==> src/rtl/pc_pkg.sv <==
// Shared encodings for the PC unit: next-PC source select and branch funct3 decode.
package pc_pkg;

  typedef enum logic [1:0] {
    PC_SEQ  = 2'b00,
    PC_BR   = 2'b01,
    PC_JAL  = 2'b10,
    PC_JALR = 2'b11
  } pc_src_e;

  localparam logic [2:0] BT_BEQ  = 3'b000;
  localparam logic [2:0] BT_BNE  = 3'b001;
  localparam logic [2:0] BT_BLT  = 3'b100;
  localparam logic [2:0] BT_BGE  = 3'b101;
  localparam logic [2:0] BT_BLTU = 3'b110;
  localparam logic [2:0] BT_BGEU = 3'b111;

  // funct3 010/011 are not branch encodings and never take.
  function automatic logic branch_cond(input logic [2:0] btype, input logic zero,
                                       input logic lt, input logic ltu);
    logic c;
    case (btype)
      BT_BEQ:  c = zero;
      BT_BNE:  c = ~zero;
      BT_BLT:  c = lt;
      BT_BGE:  c = ~lt;
      BT_BLTU: c = ltu;
      BT_BGEU: c = ~ltu;
      default: c = 1'b0;
    endcase
    return c;
  endfunction

endpackage

==> src/rtl/pc_unit_ras_stack.sv <==
// Circular return-address stack; overflow silently overwrites the oldest entry.
module ras_stack #(
  parameter int XLEN      = 32,
  parameter int RAS_DEPTH = 4
) (
  input  logic            clk,
  input  logic            rst_n,
  input  logic            push,
  input  logic            pop,
  input  logic [XLEN-1:0] push_data,
  output logic [XLEN-1:0] top,
  output logic            empty,
  output logic            full
);

  localparam int PW = $clog2(RAS_DEPTH);
  localparam int CW = $clog2(RAS_DEPTH + 1);
  localparam logic [CW-1:0] CNT_MAX = CW'(RAS_DEPTH);

  logic [PW-1:0]   tp_q, tp_d, wr_ptr;
  logic [CW-1:0]   cnt_q, cnt_d;
  logic            wr_en;
  logic [XLEN-1:0] mem_q [RAS_DEPTH];

  always_comb begin
    tp_d   = tp_q;
    cnt_d  = cnt_q;
    wr_en  = 1'b0;
    wr_ptr = tp_q;
    if (push && pop) begin
      // Tail call through a return: replace the top entry in place.
      wr_en = 1'b1;
      if (cnt_q == '0) cnt_d = CW'(1);
    end else if (push) begin
      wr_en  = 1'b1;
      wr_ptr = tp_q + PW'(1);
      tp_d   = tp_q + PW'(1);
      if (cnt_q != CNT_MAX) cnt_d = cnt_q + CW'(1);
    end else if (pop && (cnt_q != '0)) begin
      tp_d  = tp_q - PW'(1);
      cnt_d = cnt_q - CW'(1);
    end
  end

  always_ff @(posedge clk or negedge rst_n) begin
    if (!rst_n) begin
      tp_q  <= '0;
      cnt_q <= '0;
    end else begin
      tp_q  <= tp_d;
      cnt_q <= cnt_d;
    end
  end

  // Entries are only meaningful below cnt, so storage needs no reset.
  always_ff @(posedge clk) begin
    if (wr_en) mem_q[wr_ptr] <= push_data;
  end

  assign empty = (cnt_q == '0);
  assign full  = (cnt_q == CNT_MAX);
  assign top   = empty ? '0 : mem_q[tp_q];

endmodule

==> src/rtl/pc_unit_ras.sv <==
// Fetch-head PC unit: PC register, next-PC select, return-address stack and
// saturating count of mispredicted returns.
module pc_unit_ras
  import pc_pkg::*;
#(
  parameter int              XLEN      = 32,
  parameter logic [XLEN-1:0] RESET_PC  = '0,
  parameter int              RAS_DEPTH = 4,
  parameter int              CNT_W     = 16
) (
  input  logic             clk,
  input  logic             rst_n,
  input  logic             pc_write,
  input  logic             branch,
  input  logic [2:0]       btype,
  input  logic             zero,
  input  logic             lt,
  input  logic             ltu,
  input  logic [XLEN-1:0]  immediate,
  input  logic             jal,
  input  logic             jalr,
  input  logic [XLEN-1:0]  jalr_target,
  input  logic             call,
  input  logic             ret,
  output logic [XLEN-1:0]  pc_current,
  output logic [1:0]       pc_src,
  output logic [XLEN-1:0]  ras_top,
  output logic             ras_empty,
  output logic             ras_full,
  output logic             ret_mispredict,
  output logic [CNT_W-1:0] mispredict_cnt
);

  logic [XLEN-1:0]  pc_q, pc_d, next_pc, link;
  logic [CNT_W-1:0] mis_cnt_q, mis_cnt_d;
  pc_src_e          src;
  logic             taken, is_jump, ras_push, ras_pop;

  assign taken   = branch & branch_cond(btype, zero, lt, ltu);
  assign link    = pc_q + XLEN'(4);
  assign is_jump = jal | jalr;

  always_comb begin
    src     = PC_SEQ;
    next_pc = link;
    if (jalr) begin
      src     = PC_JALR;
      next_pc = jalr_target;
    end else if (jal) begin
      src     = PC_JAL;
      next_pc = pc_q + immediate;
    end else if (taken) begin
      src     = PC_BR;
      next_pc = pc_q + immediate;
    end
  end

  assign pc_d = pc_write ? next_pc : pc_q;

  // call/ret hints only count when attached to an actual jump that commits.
  assign ras_push = pc_write & is_jump & call;
  assign ras_pop  = pc_write & is_jump & ret;

  ras_stack #(
    .XLEN      (XLEN),
    .RAS_DEPTH (RAS_DEPTH)
  ) u_ras (
    .clk       (clk),
    .rst_n     (rst_n),
    .push      (ras_push),
    .pop       (ras_pop),
    .push_data (link),
    .top       (ras_top),
    .empty     (ras_empty),
    .full      (ras_full)
  );

  assign ret_mispredict = ret & (ras_empty | (ras_top != jalr_target));

  always_comb begin
    mis_cnt_d = mis_cnt_q;
    if (pc_write && ret_mispredict && !(&mis_cnt_q)) mis_cnt_d = mis_cnt_q + CNT_W'(1);
  end

  always_ff @(posedge clk or negedge rst_n) begin
    if (!rst_n) begin
      pc_q      <= RESET_PC;
      mis_cnt_q <= '0;
    end else begin
      pc_q      <= pc_d;
      mis_cnt_q <= mis_cnt_d;
    end
  end

  assign pc_current     = pc_q;
  assign pc_src         = src;
  assign mispredict_cnt = mis_cnt_q;

endmodule

==> config.mk <==
export PLATFORM = sky130hd
export DESIGN_NAME = pc_unit_ras
export DESIGN_NICKNAME = d
export VERILOG_FILES = /design/src/rtl/pc_pkg.sv /design/src/rtl/pc_unit_ras_stack.sv /design/src/rtl/pc_unit_ras.sv
export SDC_FILE = /design/constraint.sdc
export NUM_CORES = 1
export LEC_CHECK = 0
export CORE_MARGIN = 3
export CORE_UTILIZATION = 55
export DETAILED_ROUTE_END_ITERATION = 10
export PLACE_DENSITY = 0.81
export SETUP_SLACK_MARGIN = 0.1
export SLEW_MARGIN = 20
export SYNTH_ARGS = -nofsm -noshare
export SYNTH_HDL_FRONTEND = slang
export SYNTH_SLANG_ARGS = --single-unit
==> constraint.sdc <==
create_clock -name clk -period 5.4 [get_ports clk]
set_clock_uncertainty 0.2 [all_clocks]
set_input_delay 1.08 -clock clk [delete_from_list [all_inputs] [get_ports clk]]
set_output_delay 1.08 -clock clk [all_outputs]
set_load 0.05 [all_outputs]
==> results.cfg <==
[setup_path]
slowest_stage = clkdlybuf4s50_1
timing.rr.start = u_ras.tp_q[0]$_DFFE_PN0P_
cp.required_ns = 4.12
cp-start-kind = flop
cp_top_family = buffers and inverters
end_kind = primary output
crit_path_frequent_cell = a21oi_1
path_max_fanout = 20
slowest_delay_ns = 0.73
worst-path-buf-inv = 2
crit_start = u_ras.tp_q[0]$_DFFE_PN0P_
crit_chain = buf_4 > mux4_2 > and2_1 > a21oi_1 > nand4_1 > nor4_4 > a21oi_1 > clkdlybuf4s50_1
cp.arrival_ns = 3.84
worstSetupPathType = flop to primary output

[drt]
via_per_inst = 6.419
route.detailed.drc = 0
vias = 9121
post_drt_wl_per_cell_um = 22.85
ant_nets = 0
drtPass1Iterations = 5
postRouteWirelength_um = 32470
drt_first_iter_violations = 932

[sta]
drv_slew = 0
fmax_mhz = 195.4
max_slew_margin_pct = 49.81
setup_viol_count_final = 0
tns_ns = 0
worst_pin_slew_ns = 0.7475
min_period_over_period_pct = 94.76
rsz0062_at_grt = false
hold_viol_final = 0
fin_crit_ns = 5.117
final.setup.worst_slack_ns = 0.2830

[floorplanning]
die_x_um = 146.9
pin_count = 163
row_count = 50
die_area_um2 = 21580
die_h_um = 146.9
core_area_um2 = 19080
initial_core_util_pct = 57.23

[synth]
yosysUniqueCellTypes = 81
syn_avg_cell_area_um2 = 11.09
syn_nets = 1100
synth_edf_count = 128
synth_top_family_by_area = compound AO/OA/AOI/OAI gates
synth-adder-area-share_pct = 4.377
synthMuxAreaShare_pct = 8.456
syn-instance-count = 985
ys_ff_latch = 181
async_flop_share_pct = 29.28
yosys.area_share.simple_pct = 14.01
synth_area_um2 = 10920
synth_top_flop_cell = edfxtp_1
synth-compound-area-share_pct = 16.67
ys_seq_area_share_pct = 47.34
synth_xor_area_share_pct = 5.935
yosys_warnings = 0

[power]
vdd_drop_max_uv = 209.8
p_leak_nw = 5.128
p_total_mw = 6.520
p_per_area_nw_per_um2 = 485.0

[final_layout]
layout_common_cells = clkdlybuf4s50_1, edfxtp_1, nand2_1
nets = 1263
multi_input_area_um2 = 5430
final_common_cell = clkdlybuf4s50_1
fillers = 1360
drive_above_1_share_pct = 9.733
fin_area_um2 = 13440
final_util_pct = 70.46
ff_latch_area_um2 = 5175
num_antenna_cells = 0
syn2layout_area_growth_pct = 23.11

[clock_tree]
numCtsBuffers = 17
htreeDepth = 4
clock_latency_ns = 0.44
cts-root-buf = clkbuf_16
cts.sinks = 181
cts_tree = yes
clock_path_buffers = 2
cts_setup_buffers = 0
clk_pin_slew_ns = 0.07

[min_path]
worst_hold_path_type = flop to flop
hold_path_startpoint = mispredict_cnt[13]$_DFFE_PN0P_

[global_route]
grt_first_pass_wirelength_um = 50260
grt_pass1_vias = 9091
grtUsageTotal_pct = 29.93
grt_max_degree = 54
antenna_found_initial = 0
grt-ovfl-total = 0

[placed_design]
pre_cts_ws_ns = 0.5090
detailed_place_hpwl_um = 23370
place_area_um2 = 12870
port_buffers = 162
place_congestion = 0.9203

[job]
cap_violations = 0

[run_status]
status = completed
-- power by group --
group	leakage (nW)	internal (mW)	switching [mW]
sequential	1.81	1.73	0.243
clock	0.276	0.657	0.544
combinational	3.04	1.26	2.08
total	5.13	3.65	2.87
-- flip-flops by register name, indices dropped and copies added, names as in the netlist --
signal / cells
u_ras.tp_q: 2
pc_current: 32
mispredict_cnt: 16
u_ras.mem_q: 128
u_ras.cnt_q: 3
-- worst paths after layout --
path                                                       end  slack [ns]  cells after the start
worst max register to register  mispredict_cnt[11]$_DFFE_PN0P_        1.63                     10
worst min-delay path            mispredict_cnt[13]$_DFFE_PN0P_        0.31                      1
max in group asynchronous            u_ras.tp_q[0]$_DFFE_PN0P_        3.86                      2
worst max-delay path                            ret_mispredict        0.28                      8
min in group asynchronous        mispredict_cnt[2]$_DFFE_PN0P_        0.59                      2
worst min register to register  mispredict_cnt[13]$_DFFE_PN0P_        0.31                      1
-- what timing repair did --
item	in CTS	in global routing
gates resized for setup	0	2
setup endpoints to repair	0	1
hold buffers	0	0
-- metrics by stage --
stage          std cells  hold WS, ns
2_1_floorplan        985       0.2654
3_3_place_gp        1389       0.2788
3_5_place_dp        1389       0.3010
4_1_cts             1421       0.3101
5_1_grt             1421       0.3323
6_report            1421       0.3083
-- metal layers --
| layer | vias up | global-route usage [%] | wire length, um |
|---|---|---|---|
| li1 | 4061 | - | - |
| met1 | 4424 | 40.02 | 12700 |
| met2 | 567 | 48.49 | 15390 |
| met3 | 69 | 6.724 | 3386 |
| met4 | 0 | 10.76 | 987 |
| met5 | - | 0 | 0 |
-- final cells by class --
type / instances / share of cell area [%]
inverters: 41 / 1.145
clock buffers: 20 / 3.322
clock inverters: 12 / 0.9027
well taps: 260 / 2.420
multi-input cells: 723 / 40.39
repair buffers: 184 / 13.33
flip-flops and latches: 181 / 38.49
-- synthesized netlist by cell type, types with 18 or more instances --
library cell / number / area share, %
a21o_1: 25 / 1.7
clkbuf_1: 29 / 1.0
o211ai_1: 20 / 1.4
dfrtp_1: 53 / 12
mux4_2: 27 / 5.6
and3_1: 20 / 1.1
mux2i_1: 18 / 1.6
a21oi_1: 51 / 2.3
ha_1: 35 / 4.0
nor2_1: 63 / 2.2
edfxtp_1: 128 / 35
o21ai_0: 28 / 1.3
and2_1: 30 / 1.7
xor2_1: 19 / 1.5
nand3_1: 27 / 1.2
inv_1: 38 / 1.3
xnor2_1: 55 / 4.4
nand2_1: 83 / 2.9
-- cells by family (layout without fill, tap and decap cells) --
group,Yosys count,after routing
AO/OA/AOI/OAI,257,257
XOR/XNOR,74,74
adder cells (fa/ha/maj),37,37
buffers and inverters,81,257
flip-flops,181,181
multiplexers,57,57
AND/OR/NAND/NOR,298,298
Note: power is estimated with default switching activity, not from simulation.
